==> config.mk <==
export PLATFORM = sky130hd
export DESIGN_NAME = traffic_phase_ctrl
export DESIGN_NICKNAME = d
export VERILOG_FILES = /design/src/rtl/traffic_pkg.sv /design/src/rtl/tick_prescaler.sv /design/src/rtl/traffic_phase_ctrl.sv
export SDC_FILE = /design/constraint.sdc
export NUM_CORES = 1
export LEC_CHECK = 0
export BUFFER_PORTS_ARGS = -buffer_cell sky130_fd_sc_hd__buf_2
export CORE_ASPECT_RATIO = 1.4
export CORE_MARGIN = 1
export CORE_UTILIZATION = 40
export CTS_CLUSTER_DIAMETER = 100
export DETAILED_ROUTE_END_ITERATION = 12
export PLACE_DENSITY_LB_ADDON = 0.3
export SLEW_MARGIN = 5
export SYNTH_ARGS = -nofsm -noshare
export SYNTH_HDL_FRONTEND = slang
export SYNTH_HIERARCHICAL = 1
export SYNTH_SLANG_ARGS = --single-unit
==> constraint.sdc <==
create_clock -name clk -period 3.4 [get_ports clk]
set_input_delay 0.17 -clock clk [delete_from_list [all_inputs] [get_ports clk]]
set_output_delay 0.17 -clock clk [all_outputs]
set_load 0.02 [all_outputs]
==> src/rtl/traffic_pkg.sv <==
// Shared types and default timing constants for the signalised-junction controller.
package traffic_pkg;

  typedef enum logic [1:0] {
    ALL_RED    = 2'd0,
    RED_YELLOW = 2'd1,
    GREEN      = 2'd2,
    YELLOW     = 2'd3
  } phase_t;

  localparam int DEF_NUM_WAYS     = 4;
  localparam int DEF_TICK_DIV     = 500;
  localparam int DEF_ALL_RED_T    = 400;
  localparam int DEF_RED_YELLOW_T = 400;
  localparam int DEF_GREEN_T      = 4200;
  localparam int DEF_YELLOW_T     = 1000;

  function automatic int max2(input int a, input int b);
    return (a > b) ? a : b;
  endfunction

endpackage

==> src/rtl/tick_prescaler.sv <==
// Free-running divider producing a one-clk timing tick every TICK_DIV clocks.
module tick_prescaler #(
  parameter int TICK_DIV = 500
) (
  input  logic i_clk,
  input  logic i_rst_n,
  output logic o_tick
);

  localparam int CNT_W = (TICK_DIV > 1) ? $clog2(TICK_DIV) : 1;

  logic [CNT_W-1:0] r_cnt;
  logic             w_wrap;

  assign w_wrap = (r_cnt == CNT_W'(TICK_DIV - 1));
  assign o_tick = w_wrap;

  // Count 0..TICK_DIV-1 and wrap; the tick is the last count of each period.
  always_ff @(posedge i_clk or negedge i_rst_n) begin
    if (!i_rst_n) begin
      r_cnt <= '0;
    end else if (w_wrap) begin
      r_cnt <= '0;
    end else begin
      r_cnt <= r_cnt + 1'b1;
    end
  end

endmodule

==> src/rtl/traffic_phase_ctrl.sv <==
// N-way junction controller: phase FSM, tick timer, demand latch, next-way
// selection and emergency pre-emption, all on a single clock.
module traffic_phase_ctrl
  import traffic_pkg::*;
#(
  parameter int NUM_WAYS     = DEF_NUM_WAYS,
  parameter int TICK_DIV     = DEF_TICK_DIV,
  parameter int ALL_RED_T    = DEF_ALL_RED_T,
  parameter int RED_YELLOW_T = DEF_RED_YELLOW_T,
  parameter int GREEN_T      = DEF_GREEN_T,
  parameter int YELLOW_T     = DEF_YELLOW_T,
  localparam int WAY_W       = max2(1, $clog2(NUM_WAYS))
) (
  input  logic                clk,
  input  logic                reset_n,
  input  logic                skip_en,
  input  logic [NUM_WAYS-1:0] req,
  input  logic                preempt_req,
  input  logic [WAY_W-1:0]    preempt_way,
  output logic [NUM_WAYS-1:0] red,
  output logic [NUM_WAYS-1:0] yellow,
  output logic [NUM_WAYS-1:0] green,
  output logic [WAY_W-1:0]    active_way,
  output logic                phase_done,
  output logic                preempt_active
);

  localparam int MAX_T = max2(max2(ALL_RED_T, RED_YELLOW_T), max2(GREEN_T, YELLOW_T));
  localparam int TMR_W = max2(1, $clog2(MAX_T));

  phase_t              r_phase;
  logic [TMR_W-1:0]    r_timer;
  logic [WAY_W-1:0]    r_way;
  logic [NUM_WAYS-1:0] r_pending;
  logic                r_phase_done;
  logic                r_preempt_active;

  logic                w_tick;
  logic                w_at_end;
  logic                w_leave;
  logic                w_pre_other;
  logic                w_pre_self;
  phase_t              w_phase_nxt;
  logic [TMR_W-1:0]    w_timer_nxt;
  logic [WAY_W-1:0]    w_way_nxt;
  logic                w_done_nxt;
  logic                w_hold_nxt;
  logic                w_enter_green;
  logic [NUM_WAYS-1:0] w_clr_mask;
  logic [WAY_W-1:0]    w_rr_way;
  logic [WAY_W-1:0]    w_cand;
  logic [WAY_W-1:0]    w_skip_way;
  logic                w_found;
  logic [WAY_W-1:0]    w_sel_way;

  // Advance an approach index with wrap-around at NUM_WAYS (not a power of two in general).
  function automatic logic [WAY_W-1:0] wrap_inc(input logic [WAY_W-1:0] w);
    return (w == WAY_W'(NUM_WAYS - 1)) ? '0 : w + 1'b1;
  endfunction

  tick_prescaler #(
    .TICK_DIV (TICK_DIV)
  ) u_prescaler (
    .i_clk   (clk),
    .i_rst_n (reset_n),
    .o_tick  (w_tick)
  );

  assign w_pre_other = preempt_req && (preempt_way != r_way);
  assign w_pre_self  = preempt_req && (preempt_way == r_way);
  assign w_leave     = w_tick && w_at_end;

  // Detect the last tick of the current phase (timer == duration-1).
  always_comb begin
    w_at_end = 1'b0;
    case (r_phase)
      ALL_RED:    w_at_end = (r_timer == TMR_W'(ALL_RED_T - 1));
      RED_YELLOW: w_at_end = (r_timer == TMR_W'(RED_YELLOW_T - 1));
      GREEN:      w_at_end = (r_timer == TMR_W'(GREEN_T - 1));
      YELLOW:     w_at_end = (r_timer == TMR_W'(YELLOW_T - 1));
      default:    w_at_end = 1'b1;
    endcase
  end

  // Choose the approach to serve next: pre-emption, then first pending after active, then round-robin.
  always_comb begin
    w_rr_way   = wrap_inc(r_way);
    w_cand     = w_rr_way;
    w_found    = 1'b0;
    w_skip_way = w_rr_way;
    for (int k = 0; k < NUM_WAYS; k++) begin
      if (!w_found && r_pending[w_cand]) begin
        w_found    = 1'b1;
        w_skip_way = w_cand;
      end
      w_cand = wrap_inc(w_cand);
    end
    if (preempt_req) begin
      w_sel_way = preempt_way;
    end else if (skip_en) begin
      w_sel_way = w_skip_way;
    end else begin
      w_sel_way = w_rr_way;
    end
  end

  // Phase FSM next-state: normal timed sequencing plus pre-emption overrides.
  always_comb begin
    w_phase_nxt   = r_phase;
    w_timer_nxt   = w_tick ? r_timer + 1'b1 : r_timer;
    w_way_nxt     = r_way;
    w_done_nxt    = 1'b0;
    w_hold_nxt    = 1'b0;
    w_enter_green = 1'b0;
    case (r_phase)
      ALL_RED: begin
        // Redirecting during clearance keeps the clearance time already served.
        if (w_pre_other) begin
          w_way_nxt = preempt_way;
        end
        if (w_leave) begin
          w_phase_nxt = RED_YELLOW;
          w_timer_nxt = '0;
        end
      end
      RED_YELLOW: begin
        if (w_pre_other) begin
          w_phase_nxt = ALL_RED;
          w_way_nxt   = preempt_way;
          w_timer_nxt = '0;
        end else if (w_leave) begin
          w_phase_nxt   = GREEN;
          w_timer_nxt   = '0;
          w_enter_green = 1'b1;
        end
      end
      GREEN: begin
        // Holding keeps the timer at zero so a full green follows the release.
        if (w_pre_self) begin
          w_timer_nxt = '0;
          w_hold_nxt  = 1'b1;
        end else if (w_pre_other || w_leave) begin
          w_phase_nxt = YELLOW;
          w_timer_nxt = '0;
        end
      end
      YELLOW: begin
        if (w_leave) begin
          w_phase_nxt = ALL_RED;
          w_timer_nxt = '0;
          w_way_nxt   = w_sel_way;
          w_done_nxt  = 1'b1;
        end
      end
      default: begin
        w_phase_nxt = ALL_RED;
        w_timer_nxt = '0;
      end
    endcase
  end

  // Demand served on entry to green; a coincident new request wins over the clear.
  always_comb begin
    w_clr_mask = '0;
    if (w_enter_green) begin
      w_clr_mask[r_way] = 1'b1;
    end
  end

  // State register for phase, timer, active approach, demand latch and registered flags.
  always_ff @(posedge clk or negedge reset_n) begin
    if (!reset_n) begin
      r_phase          <= ALL_RED;
      r_timer          <= '0;
      r_way            <= '0;
      r_pending        <= '0;
      r_phase_done     <= 1'b0;
      r_preempt_active <= 1'b0;
    end else begin
      r_phase          <= w_phase_nxt;
      r_timer          <= w_timer_nxt;
      r_way            <= w_way_nxt;
      r_pending        <= (r_pending & ~w_clr_mask) | req;
      r_phase_done     <= w_done_nxt;
      r_preempt_active <= w_hold_nxt;
    end
  end

  // Lamp decode from registered phase and active approach only.
  always_comb begin
    for (int i = 0; i < NUM_WAYS; i++) begin
      red[i]    = (r_way != WAY_W'(i)) || (r_phase == ALL_RED) || (r_phase == RED_YELLOW);
      yellow[i] = (r_way == WAY_W'(i)) && ((r_phase == RED_YELLOW) || (r_phase == YELLOW));
      green[i]  = (r_way == WAY_W'(i)) && (r_phase == GREEN);
    end
  end

  assign active_way     = r_way;
  assign phase_done     = r_phase_done;
  assign preempt_active = r_preempt_active;

endmodule

==> flow_summary.ini <==
[grt]
antenna_found_initial = 0
grt.total_usage_pct = 16.3
grt_pass1_wl_um = 6750
grt_pass1_vias = 1494
grt_max_degree = 33
overflow = 0

[setup_path]
crit_path_start_kind = flip-flop
crit_arrival_ns = 2.62
path_buf_inv = 1
critPathCaptureType = flip-flop
r2r_end = active_way[0]
slowest_stage = dfrtp_1
r2r_slack_ns = 0.95
r2r-start = u_prescaler/r_cnt[0]
path_delay_family = simple AND/OR/NAND/NOR gates
critical_path_class = reg -> reg
cpPeakStageDelay_ns = 0.37
reg2reg_depth = 9
crit_required_ns = 3.57
worst-path-stages = 9
crit_fanout = 7
crit_chain = ha_1, nand2b_1, nor3_1, buf_4, and3_1, nand3_1, or3_4, a221o_1, mux2_2

[synthesis]
ys_seq_area_share_pct = 39.6
synth.avg_cell_area_um2 = 9.37
synth_cells = 216
ys_warn_count = 6
async_flop_share_pct = 100
synth_edf_count = 0
ys.flop_type = dfrtp_1
ys_seq_elements = 32
netlist_area_um2 = 2020
ys_types = 52
syn_nets = 236

[layout]
diodes = 0
fin_util_pct = 47.6
fin_area_um2 = 2310
layout_commonest_cell = dfrtp_1
fillers = 454
nets = 266
layout_common_cells = dfrtp_1 (32), nor2_1 (26), buf_2 (25)
area_delta_synth_final_pct = 14.0
drive_gt1_share_pct = 16.6

[clock_tree]
cts.repair.resized = 0
insertion_delay_ns = 0.28
clk_pin_slew_ns = 0.06
cts_tree = yes
clockBufferDepth = 2
cts.htree.levels = 2
cts_root_buf = clkbuf_8
cts_made_buffers = 5
cts_sinks = 32

[pwr]
peakVddDrop_v = 0.000240
leakagePower_nw = 1.02
finalPower_w = 0.00132
power.density_nw_per_um2 = 573

[route]
drt-total-wl_um = 3970
drt_first_iter_violations = 82
drcViolationCount = 0
antenna_left = 0
drt_pass1_iterations = 4
avgRoutedWirePerCell_um = 12.8
viasPerCell = 5.13
vias = 1596

[worst_hold_path]
hp-class = in -> reg
hold_start = req[3]
whs_path_depth = 2
hold_end = r_pending[3]

[timing]
slew_headroom_pct = 53.7
setup_viol = 0
rsz0062_at_grt = false
whs_ns = 0.0655
fin_tns_setup_ns = 0
worstMarginPinSlew_ns = 0.695
report.final.slew_viol_count = 0
hold_violations = 0
period_minus_slack_ns = 2.45
fmax_ghz = 0.407
timing.final.crit_share_pct = 72.2
fin_skew_ns = 0.00478

[die]
dieHeight_um = 86.2
dieWidth_um = 62.1
pin_count = 26
dieArea_um2 = 5350
start_util_pct = 41.8
core_um2 = 4840
rows = 30

[placed_design]
numPortBuffers = 25
gp_congestion = 0.796
dp_hpwl_um = 3040
placed_area_um2 = 2210

[run]
timing.max_cap.violations = 0

[outcome]
outcome = finished, final reports clean
==> cell type report <==
class | count | area (µm²) | area share [%]
multi-input combinational | 171 | 1160 | 50.1
sequential | 32 | 801 | 34.7
timing repair buffer | 28 | 150 | 6.51
clock buffer | 8 | 90.1 | 3.90
tap | 64 | 80.1 | 3.47
inverter | 8 | 30.0 | 1.30
==> layer usage <==
layer	up-vias	part of all wire (%)	track usage [%]
met5	-	0	0
met4	0	2.0	7.82
met3	6	3.5	3.72
met2	28	52	30.4
met1	750	43	17.2
li1	812	-	-
==> how the worst max path moves through the flow <==
stage | start | to | slack [ns]
final | u_prescaler/r_cnt[0] | active_way[0] | 0.95
after global routing | u_prescaler/r_cnt[0] | active_way[0] | 0.72
after CTS | u_prescaler/r_cnt[0] | active_way[0] | 0.93
after detailed placement | u_prescaler/r_cnt[0] | active_way[0] | 0.93
after global placement | u_prescaler/r_cnt[0] | active_way[0] | 0.98
after floorplan | u_prescaler/r_cnt[3] | active_way[0] | 0.76
==> report_power, final <==
group / switching [W] / total, W / internal (W)
Combinational: 0.000368 / 0.000585 / 0.000217
Sequential: 0.0000365 / 0.000442 / 0.000406
Clock: 0.000129 / 0.000293 / 0.000165
Total: 0.000533 / 0.00132 / 0.000788
==> what timing repair did <==
| action | CTS | global route |
|---|---|---|
| endpoints found under the hold margin | 32 | 0 |
| hold buffers | 1 | 0 |
| buffers inserted | 0 | 0 |
==> logic make-up (layout without fill, tap and decap cells) <==
| kind of cell | after synthesis | after routing | synth area share [%] |
|---|---|---|---|
| buffers and inverters | 13 | 44 | 3.28 |
| xor gates and xnor gates | 16 | 16 | 6.93 |
| and+or+nand+nor | 104 | 104 | 27.9 |
| adders and majority gates | 10 | 10 | 6.18 |
| DFF | 32 | 32 | 39.6 |
| muxes | 8 | 8 | 4.70 |
| AOI/OAI and AO/OA | 33 | 33 | 11.4 |
==> synth_stat cells, types with 2 or more instances <==
library cell   n  area, µm²
ha_1          10        125
buf_4          2       15.0
nor2_1        26       97.6
mux2i_1        5       50.1
nor3b_1        3       22.5
nand4_1        2       12.5
nor2b_1       11       68.8
a21oi_1        4       20.0
xor2_1         6       52.6
and3_1         5       31.3
a2bb2oi_1      2       17.5
o21ai_0        7       35.0
nor3_1         5       25.0
and2_1         5       31.3
o211ai_1       3       22.5
nand3_1        9       45.0
nand2_1       19       71.3
and4_1         2       17.5
and4bb_2       2       25.0
xnor2_1       10       87.6
and3b_1        2       17.5
nand2b_1       4       25.0
a21o_1         4       30.0
inv_1          8       30.0
dfrtp_1       32        801
o31ai_1        2       15.0
==> metrics by stage <==
stage	cells	setup WS, ns
6_report	311	0.945
3_5_place_dp	302	0.934
4_1_cts	311	0.933
5_1_grt	311	0.724
2_1_floorplan	216	0.756
3_3_place_gp	302	0.983
==> flip-flops by register name, summed over array words and instances (netlist names), named ones only <==
| signal | cells |
|---|---|
| active_way | 2 |
| phase_done | 1 |
| preempt_active | 1 |
| r_pending | 4 |
| r_phase | 1 |
| r_timer | 13 |
| u_prescaler/r_cnt | 9 |
Note: power is estimated with default switching activity, not from simulation.
